<file path="src/rtl/sync_fifo_pkg.sv">
// rtl/sync_fifo_pkg.sv - shared width helper and status struct for the sync FIFO
//
// Purpose : common declarations for sync_fifo_ctrl and sync_fifo_mem.
// Contents: cnt_w(depth)   - width of pointers and occupancy count
//           fifo_status_t  - bundle of FIFO flags, convenient for flag checks
package sync_fifo_pkg;

  // One extra bit over the address width so that both full (DEPTH) and
  // empty (0) are representable, and pointers wrap modulo 2*DEPTH.
  function automatic int cnt_w(input int depth);
    return $clog2(depth) + 1;
  endfunction

  typedef struct packed {
    logic full;
    logic empty;
    logic almost_full;
    logic almost_empty;
    logic overflow;
    logic underflow;
  } fifo_status_t;

endpackage

</file>
<file path="src/rtl/sync_fifo_mem.sv">
// rtl/sync_fifo_mem.sv - FIFO storage array, one write port and one read port
//
// Purpose : DEPTH x DATA_W storage. Read port is registered by default, or
//           asynchronous (head fall-through) when SYNC_FIFO_FWFT_EN is defined.
// Ports   : clk, rst            clock, async active-high reset (read register only)
//           wr_en/wr_addr/wr_data  write port
//           rd_en/rd_addr       read strobe and address
//           rd_data             read word
module sync_fifo_mem
  #(parameter int DATA_W = 8,
    parameter int DEPTH  = 16,
    parameter int AW     = $clog2(DEPTH))
  (input  logic              clk,
   input  logic              rst,
   input  logic              wr_en,
   input  logic [AW-1:0]     wr_addr,
   input  logic [DATA_W-1:0] wr_data,
   input  logic              rd_en,
   input  logic [AW-1:0]     rd_addr,
   output logic [DATA_W-1:0] rd_data);

  // Contents are deliberately not reset; validity is tracked by the pointers.
  logic [DATA_W-1:0] mem [DEPTH];

  always_ff @(posedge clk) begin
    if (wr_en) mem[wr_addr] <= wr_data;
  end

`ifdef SYNC_FIFO_FWFT_EN
  assign rd_data = mem[rd_addr];

  logic unused_ok;
  assign unused_ok = rd_en ^ rst;
`else
  // Non-blocking read of the same address being written returns the old
  // word, which gives read-before-write when a full FIFO is read and written.
  always_ff @(posedge clk or posedge rst) begin
    if (rst)        rd_data <= '0;
    else if (rd_en) rd_data <= mem[rd_addr];
  end
`endif

endmodule

</file>
<file path="src/rtl/sync_fifo_ctrl.sv">
// rtl/sync_fifo_ctrl.sv - parametrised single-clock FIFO with count, thresholds, flush and sticky errors
//
// Purpose : pointers, occupancy count, threshold flags and error logic around
//           sync_fifo_mem. Define SYNC_FIFO_FWFT_EN for first-word-fall-through
//           reads; otherwise rd_data is registered one cycle after an accepted read.
// Ports   : clk, rst                 clock, async active-high reset
//           wr_en, wr_data           write request and word
//           rd_en                    read request (pop acknowledge in FWFT)
//           flush                    synchronous discard of all contents
//           clr_err                  clears overflow/underflow
//           rd_data, rd_valid        read word and its qualifier
//           count                    occupancy 0..DEPTH
//           full, empty              count==DEPTH / count==0
//           almost_full, almost_empty  count>=AF_LEVEL / count<=AE_LEVEL
//           overflow, underflow      sticky error flags
module sync_fifo_ctrl
  import sync_fifo_pkg::*;
  #(parameter int DATA_W   = 8,
    parameter int DEPTH    = 16,
    parameter int AF_LEVEL = DEPTH - 2,
    parameter int AE_LEVEL = 2)
  (input  logic                      clk,
   input  logic                      rst,
   input  logic                      wr_en,
   input  logic [DATA_W-1:0]         wr_data,
   input  logic                      rd_en,
   input  logic                      flush,
   input  logic                      clr_err,
   output logic [DATA_W-1:0]         rd_data,
   output logic                      rd_valid,
   output logic [cnt_w(DEPTH)-1:0]   count,
   output logic                      full,
   output logic                      empty,
   output logic                      almost_full,
   output logic                      almost_empty,
   output logic                      overflow,
   output logic                      underflow);

  localparam int CW = cnt_w(DEPTH);
  localparam int AW = CW - 1;

  logic [CW-1:0] wr_ptr;
  logic [CW-1:0] rd_ptr;
  logic          rd_acc;
  logic          wr_acc;
  logic          ovf_set;
  logic          unf_set;

  // Flags decode only the registered count, so they never see wr_en/rd_en.
  assign full         = (count == CW'(DEPTH));
  assign empty        = (count == '0);
  assign almost_full  = (count >= CW'(AF_LEVEL));
  assign almost_empty = (count <= CW'(AE_LEVEL));

  assign rd_acc = rd_en & ~empty & ~flush;
  // A full FIFO still takes a write when a read frees the head slot this cycle.
  assign wr_acc = wr_en & ~flush & (~full | rd_acc);

  assign ovf_set = wr_en & full & ~rd_acc & ~flush;
  assign unf_set = rd_en & empty & ~flush;

  always_ff @(posedge clk or posedge rst) begin
    if (rst) begin
      wr_ptr <= '0;
      rd_ptr <= '0;
      count  <= '0;
    end else if (flush) begin
      wr_ptr <= '0;
      rd_ptr <= '0;
      count  <= '0;
    end else begin
      if (wr_acc) wr_ptr <= wr_ptr + CW'(1);
      if (rd_acc) rd_ptr <= rd_ptr + CW'(1);
      case ({wr_acc, rd_acc})
        2'b10:   count <= count + CW'(1);
        2'b01:   count <= count - CW'(1);
        default: count <= count;
      endcase
    end
  end

  // Set beats clear when both happen in the same cycle.
  always_ff @(posedge clk or posedge rst) begin
    if (rst) begin
      overflow  <= 1'b0;
      underflow <= 1'b0;
    end else begin
      if (ovf_set)      overflow <= 1'b1;
      else if (clr_err) overflow <= 1'b0;
      if (unf_set)      underflow <= 1'b1;
      else if (clr_err) underflow <= 1'b0;
    end
  end

`ifdef SYNC_FIFO_FWFT_EN
  assign rd_valid = ~empty;
`else
  always_ff @(posedge clk or posedge rst) begin
    if (rst)        rd_valid <= 1'b0;
    else if (flush) rd_valid <= 1'b0;
    else            rd_valid <= rd_acc;
  end
`endif

  sync_fifo_mem #(
    .DATA_W (DATA_W),
    .DEPTH  (DEPTH),
    .AW     (AW)
  ) u_mem (
    .clk     (clk),
    .rst     (rst),
    .wr_en   (wr_acc),
    .wr_addr (wr_ptr[AW-1:0]),
    .wr_data (wr_data),
    .rd_en   (rd_acc),
    .rd_addr (rd_ptr[AW-1:0]),
    .rd_data (rd_data)
  );

endmodule

</file>
<file path="config.mk">
export PLATFORM = sky130hd
export DESIGN_NAME = sync_fifo_ctrl
export DESIGN_NICKNAME = d
export VERILOG_FILES = /design/src/rtl/sync_fifo_pkg.sv /design/src/rtl/sync_fifo_mem.sv /design/src/rtl/sync_fifo_ctrl.sv
export SDC_FILE = /design/constraint.sdc
export NUM_CORES = 1
export LEC_CHECK = 0
export CAP_MARGIN = 20
export CORE_AREA = 2 2 115 117
export DETAILED_ROUTE_END_ITERATION = 16
export DIE_AREA = 0 0 117 119
export PLACE_DENSITY_LB_ADDON = 0.12
export RECOVER_POWER = 25
export SETUP_SLACK_MARGIN = 0.15
export SLEW_MARGIN = 10
export SYNTH_ARGS = -nofsm -noshare
export SYNTH_HDL_FRONTEND = slang
export SYNTH_SLANG_ARGS = --single-unit
</file>
<file path="constraint.sdc">
create_clock -name clk -period 5.6 [get_ports clk]
set_input_delay 0.84 -clock clk [delete_from_list [all_inputs] [get_ports clk]]
set_output_delay 0.84 -clock clk [all_outputs]
set_load 0.01 [all_outputs]
</file>
* After elaboration in Yosys (flattened, before gate mapping)
Memory sizes are Yosys's and may differ from the RTL's. A register that Yosys moved wholly into a read port is not among the register bits.
Cells that the tools add are included.
** Word-level totals
- Bits in writable memories :: 128
- Register bits after elaboration :: 18
- Memories kept :: 1
- Output and inout bits :: 20
- Input bits :: 14
- Logic and storage cells :: 48
** Operators by class
- $lt $le $gt $ge :: 2
- Muxes and demuxes :: 12
- Add/subtract/negate cells :: 4
- Bitwise logic cells :: 14
- Reduce and logical (&&, ||, !) cells :: 6
- Eq/ne operators :: 3
** Memories
- u_mem.mem :: words 16, width 8, rd ports 1, clocked after memory_dff 1, wr ports 1, line sync_fifo_mem.sv:23 : logic [DATA_W-1:0] mem [DEPTH];
** Operators with widths (number)
- $mux 5 :: 5
- $add 5x1->5 const B :: 3
- $pmux 5 s2 :: 1
- $and 1x1->1 :: 9
- $reduce_bool 2->1 :: 4
- $mux 1 :: 6
- $eq 5x5->1 const B :: 1
- $ge 5x4->1 const B :: 1
- $le 5x2->1 const B :: 1
- $logic_not 5->1 :: 1
- $sub 5x1->5 const B :: 1
- $not 1->1 :: 4
- $reduce_bool 3->1 :: 1
- $eq 2x1->1 const B :: 1
- $eq 2x2->1 const B :: 1
- $or 1x1->1 :: 1

* Logic depth before layout (Yosys ltp)
- Depth after elaboration :: 9
- Gate-level depth with buffers :: 11
- Gate-level depth less buffers :: 11

* By module
Synthesis repeated with hierarchy kept, for this count alone.
** Second synthesis, totals
- Cells, all modules :: 343
- Area total of the unflattened synthesis :: 6329.8 um2
** Modules (own cells, without submodules)
- sync_fifo_mem :: instances 1, cells an instance 241, sequential area each 4043.9 um2, area an instance 5335.1 um2
- sync_fifo_ctrl :: instances 1, cells an instance 102, sequential area each 400.4 um2, area an instance 994.7 um2

* Worst setup path after synthesis
OpenSTA, ideal clock, no wires.
- Kind :: input to register
- Start :: input port flush
- End :: register count[4]
- Setup slack :: 2.931 ns
- Library setup time :: 0.082 ns
- Buffers on the path :: 1
- Stages on the path :: 9
- Arrival time :: 2.587 ns
- Data required time :: 5.518 ns
- Cells stage by stage :: clkbuf_8 -> nand2b_1 -> or3_1 -> fa_1 -> nand2b_1 -> a21oi_1 -> nand3b_1 -> a21o_1 -> a31oi_1
** On the way
- Cells in the longest elaborated chain, start to end :: 7
- Elaborated cells between the ends (all ways) :: 10
- Classes of those cells :: 2 x eq/ne; 2 x mux; 5 x bitwise; 1 x reduce/logical
** RTL lines
- start: declaration :: line sync_fifo_ctrl.sv:27 : input logic flush,
- $not 1->1 :: line sync_fifo_ctrl.sv:55, sync_fifo_ctrl.sv:57
- $and 1x1->1 :: line sync_fifo_ctrl.sv:55 : assign rd_acc = rd_en & ~empty & ~flush;
- $or 1x1->1 :: line sync_fifo_ctrl.sv:57 : assign wr_acc = wr_en & ~flush & (~full | rd_acc);
- $and 1x1->1 :: line sync_fifo_ctrl.sv:57
- $eq 2x1->1 or $eq 2x2->1 (tied branches) :: line sync_fifo_ctrl.sv:74 : case ({wr_acc, rd_acc})
- $pmux 5 s2 :: line sync_fifo_ctrl.sv:74
- $mux 5 :: line sync_fifo_ctrl.sv:67 : end else if (flush) begin
- end signal: assignment :: line sync_fifo_ctrl.sv:75 : 2'b10: count <= count + CW'(1);
- end signal: assignment :: line sync_fifo_ctrl.sv:76 : 2'b01: count <= count - CW'(1);
- end signal: assignment :: line sync_fifo_ctrl.sv:77 : default: count <= count;
- end: declaration :: line sync_fifo_ctrl.sv:31 : output logic [cnt_w(DEPTH)-1:0] count,
Parallel ways exist; a longest one is shown, timed or not.
A chain may end at the register's enable or synchronous reset.

* Worst setup path in the final report
Ends and elaborated chain as after synthesis.

==> flow_summary.yaml <==
placed_design:
  gp_congestion: 0.788
  io_buffers: 33
  postPlaceCellArea_sq_um: 6680
  dpl_worst_slack_ns: 1.81
  dp_hpwl_mm: 7.86
sta:
  setup_viol: 0
  rsz0062_at_grt: "no"
  fin_crit_sh_pct: 59.5
  max-slew-margin-rel_pct: 18.9
  slew_viol_final: 0
  period_needed_ns: 3.33
  whs_ns: 0.493
  hold_viol: 0
  setup_ws_ns: 2.27
  setup_tns_ns: 0
  worst_slew_pin_slew_ns: 1.22
  skew_ns: 0.00656
  max_freq_mhz: 300
synthesis:
  async_flop_share_pct: 15.8
  synth_compound_area_share_pct: 4.00
  synth_ff_type: "edfxtp_1"
  yosysWarnings: 0
  synth_top_family_by_area: "multiplexers"
  yosysMostFrequentCell: "edfxtp_1"
  synth_top_area_share_pct: 62.0
  avgSynthCellArea_sq_um: 18.3
  synthCells: 338
  syn_nets: 361
  synth_xor_area_share_pct: 0.989
  synthTopCellsByCount: "128 x edfxtp_1, 32 x mux4_2, 24 x dfrtp_1, 20 x nor2_1, 17 x mux2i_1"
  synthAdderAreaFrac_pct: 1.94
  synth_edf_count: 128
  synth-simple-area-share_pct: 4.87
  synth_cell_types: 44
  ys_seq_area_share_pct: 71.7
  synthesis.area_sq_um: 6200
  synthMuxAreaShare_pct: 14.6
  synth_area_leader_cell: "edfxtp_1"
  synth-seq-cells: 152
  synth_area_leaders: "edfxtp_1 62%, mux4_2 12%, dfrtp_1 9.7%"
clock_network:
  cts_tree: "yes"
  cts-htree-levels: 4
  cts-root-buf: "clkbuf_16"
  path_clk_slew_ns: 0.06
  numClockSinks: 152
  cts_setup_buffers: 0
  clk_latency_ns: 0.42
  cts_resized: 0
  hold_buffers: 0
  cts-buffers-inserted: 17
  clockBufferDepth: 2
pwr:
  power_switching_uw: 605
  netSwitchingFraction_pct: 22.6
  clkPwrFrac_pct: 39.3
  total_power_uw: 2680
  p_int_uw: 2070
  combPwrFrac_pct: 11.5
  ir_drop_uv: 214
  seqPwrFrac_pct: 49.2
  leakage_uw: 0.00239
  power_density_nw_per_um2: 368
setup_path:
  worstSetupEndpointType: "register"
  critPathLaunchType: "input pin"
  r2r-start: "count[0]"
  rrSetupSlack_ns: 2.68
  cp.required_ns: 5.92
  worst-path-max-fanout: 18
  r2r_end: "count[4]"
  reg2reg_depth: 11
  worstSetupPathType: "input pin to register"
  critPathArrivalTime_ns: 3.65
cells_and_area:
  antenna_cells: 0
  final_layout_size_suffix_gt1_share_pct: 19.3
  synthToLayoutAreaGrowth_pct: 17.5
  fin_area_sq_um: 7280
  final_nets: 404
hold_path:
  hold_depth: 2
  worstHoldPathType: "register to register"
  hold_start: "u_mem.rd_data[2]"
  hold_end: "u_mem.rd_data[2]"
floorplan:
  die_y_microns: 119
  coreArea_sq_um: 12900
  start_util_pct: 48.1
  die_area_sq_um: 13900
  rows: 42
  die_w_microns: 117
  io-pin-count: 34
run_status:
  status: "complete, no violations"
grt:
  grt.overflow.total: 0
  grt_pass1_wl_mm: 19.4
  grt_max_degree: 35
  antenna_found_initial: 0
  grt_usage_pct: 20.0
  grt_pass1_vias: 3282
routing:
  ant_nets: 0
  drc: 0
  routed_via_density: 5.62
  first_pass_iters: 4
  routed_wl_mm: 12.8
  route.detailed.wl_per_inst_microns: 22.5
  first_iter_violations: 229
  vias: 3203
run:
  drv_cap: 0
-- worst max-delay path, cell delays in order --
cell and delay [ns]:
clkdlybuf4s50_1 0.75, nand2b_1 0.34, or3_1 0.37, fa_1 0.42, nand2b_1 0.16, a21oi_1 0.28, nand3b_1 0.16, a21o_1 0.18
a31oi_1 0.14
-- metal layers --
| layer | GRT usage [%] | routed length, microns |
|---|---|---|
| met5 | 0 | 0 |
| met4 | 8.09 | 250 |
| met3 | 4.83 | 730 |
| met2 | 29.3 | 6110 |
| met1 | 29.2 | 5750 |
-- area by class of cell --
class	instances	area (sq um)
Clock buffer	26	489
Clock inverter	6	52.6
Fill cell	1050	5600
Inverter	10	37.5
Multi-Input combinational cell	160	1640
Sequential cell	152	4450
Tap cell	176	220
Timing Repair Buffer	40	394
-- cell usage in the layout, fill, tap and decap left out, types with 6 or more instances in the layout --
cell type / synthesis / final
a21oi_1: 7 / 7
clkbuf_1: 7 / 7
clkbuf_16: 0 / 17
clkdlybuf4s50_1: 0 / 27
dfrtp_1: 24 / 23
dlygate4sd3_1: 0 / 6
edfxtp_1: 128 / 128
ha_1: 8 / 8
inv_1: 9 / 9
mux2i_1: 17 / 17
mux4_2: 32 / 32
nand2_1: 14 / 14
nand2b_1: 8 / 8
nor2_1: 20 / 20
o221ai_1: 8 / 8
-- worst max-delay path by stage --
stage,from,endpoint,depth (start not counted)
after floorplan,flush,count[4],9
final,flush,count[4],9
after CTS,flush,u_mem.mem[1][1],5
after detailed placement,flush,u_mem.mem[1][1],5
after global routing,flush,count[4],9
after global placement,flush,u_mem.mem[1][0],5
-- logic make-up (layout without fill, tap and decap cells) --
family,after synthesis,count (layout)
AND/OR/NAND/NOR,62,62
AO/OA/AOI/OAI,32,32
multiplexers,50,50
buffers and inverters,26,82
adder cells (fa/ha/maj),9,9
XOR/XNOR,7,7
flip-flops,152,152
-- power by group through the flow --
stage / clock network (uW) / registers [uW] / logic, uW
after CTS: 1070 / 1320 / 297
after floorplan: 0 / 1340 / 145
after detailed placement: 0 / 1350 / 296
after global placement: 0 / 1350 / 290
after global routing: 1110 / 1320 / 334
final: 1050 / 1320 / 307
-- through the flow --
step           instances  util [%]
6_report             570      56.5
3_5_place_dp         533      51.9
5_1_grt              570      56.5
2_1_floorplan        338         -
4_1_cts              565      56.1
3_3_place_gp         533      51.9
-- registers in the layout (all words and copies together), names as in the netlist --
register / cells
overflow: 1
rd_ptr: 4
wr_ptr: 4
u_mem.rd_data: 8
count: 5
u_mem.mem: 128
underflow: 1
rd_valid: 1
No activity file was read; power rests on OpenSTA's default activity.
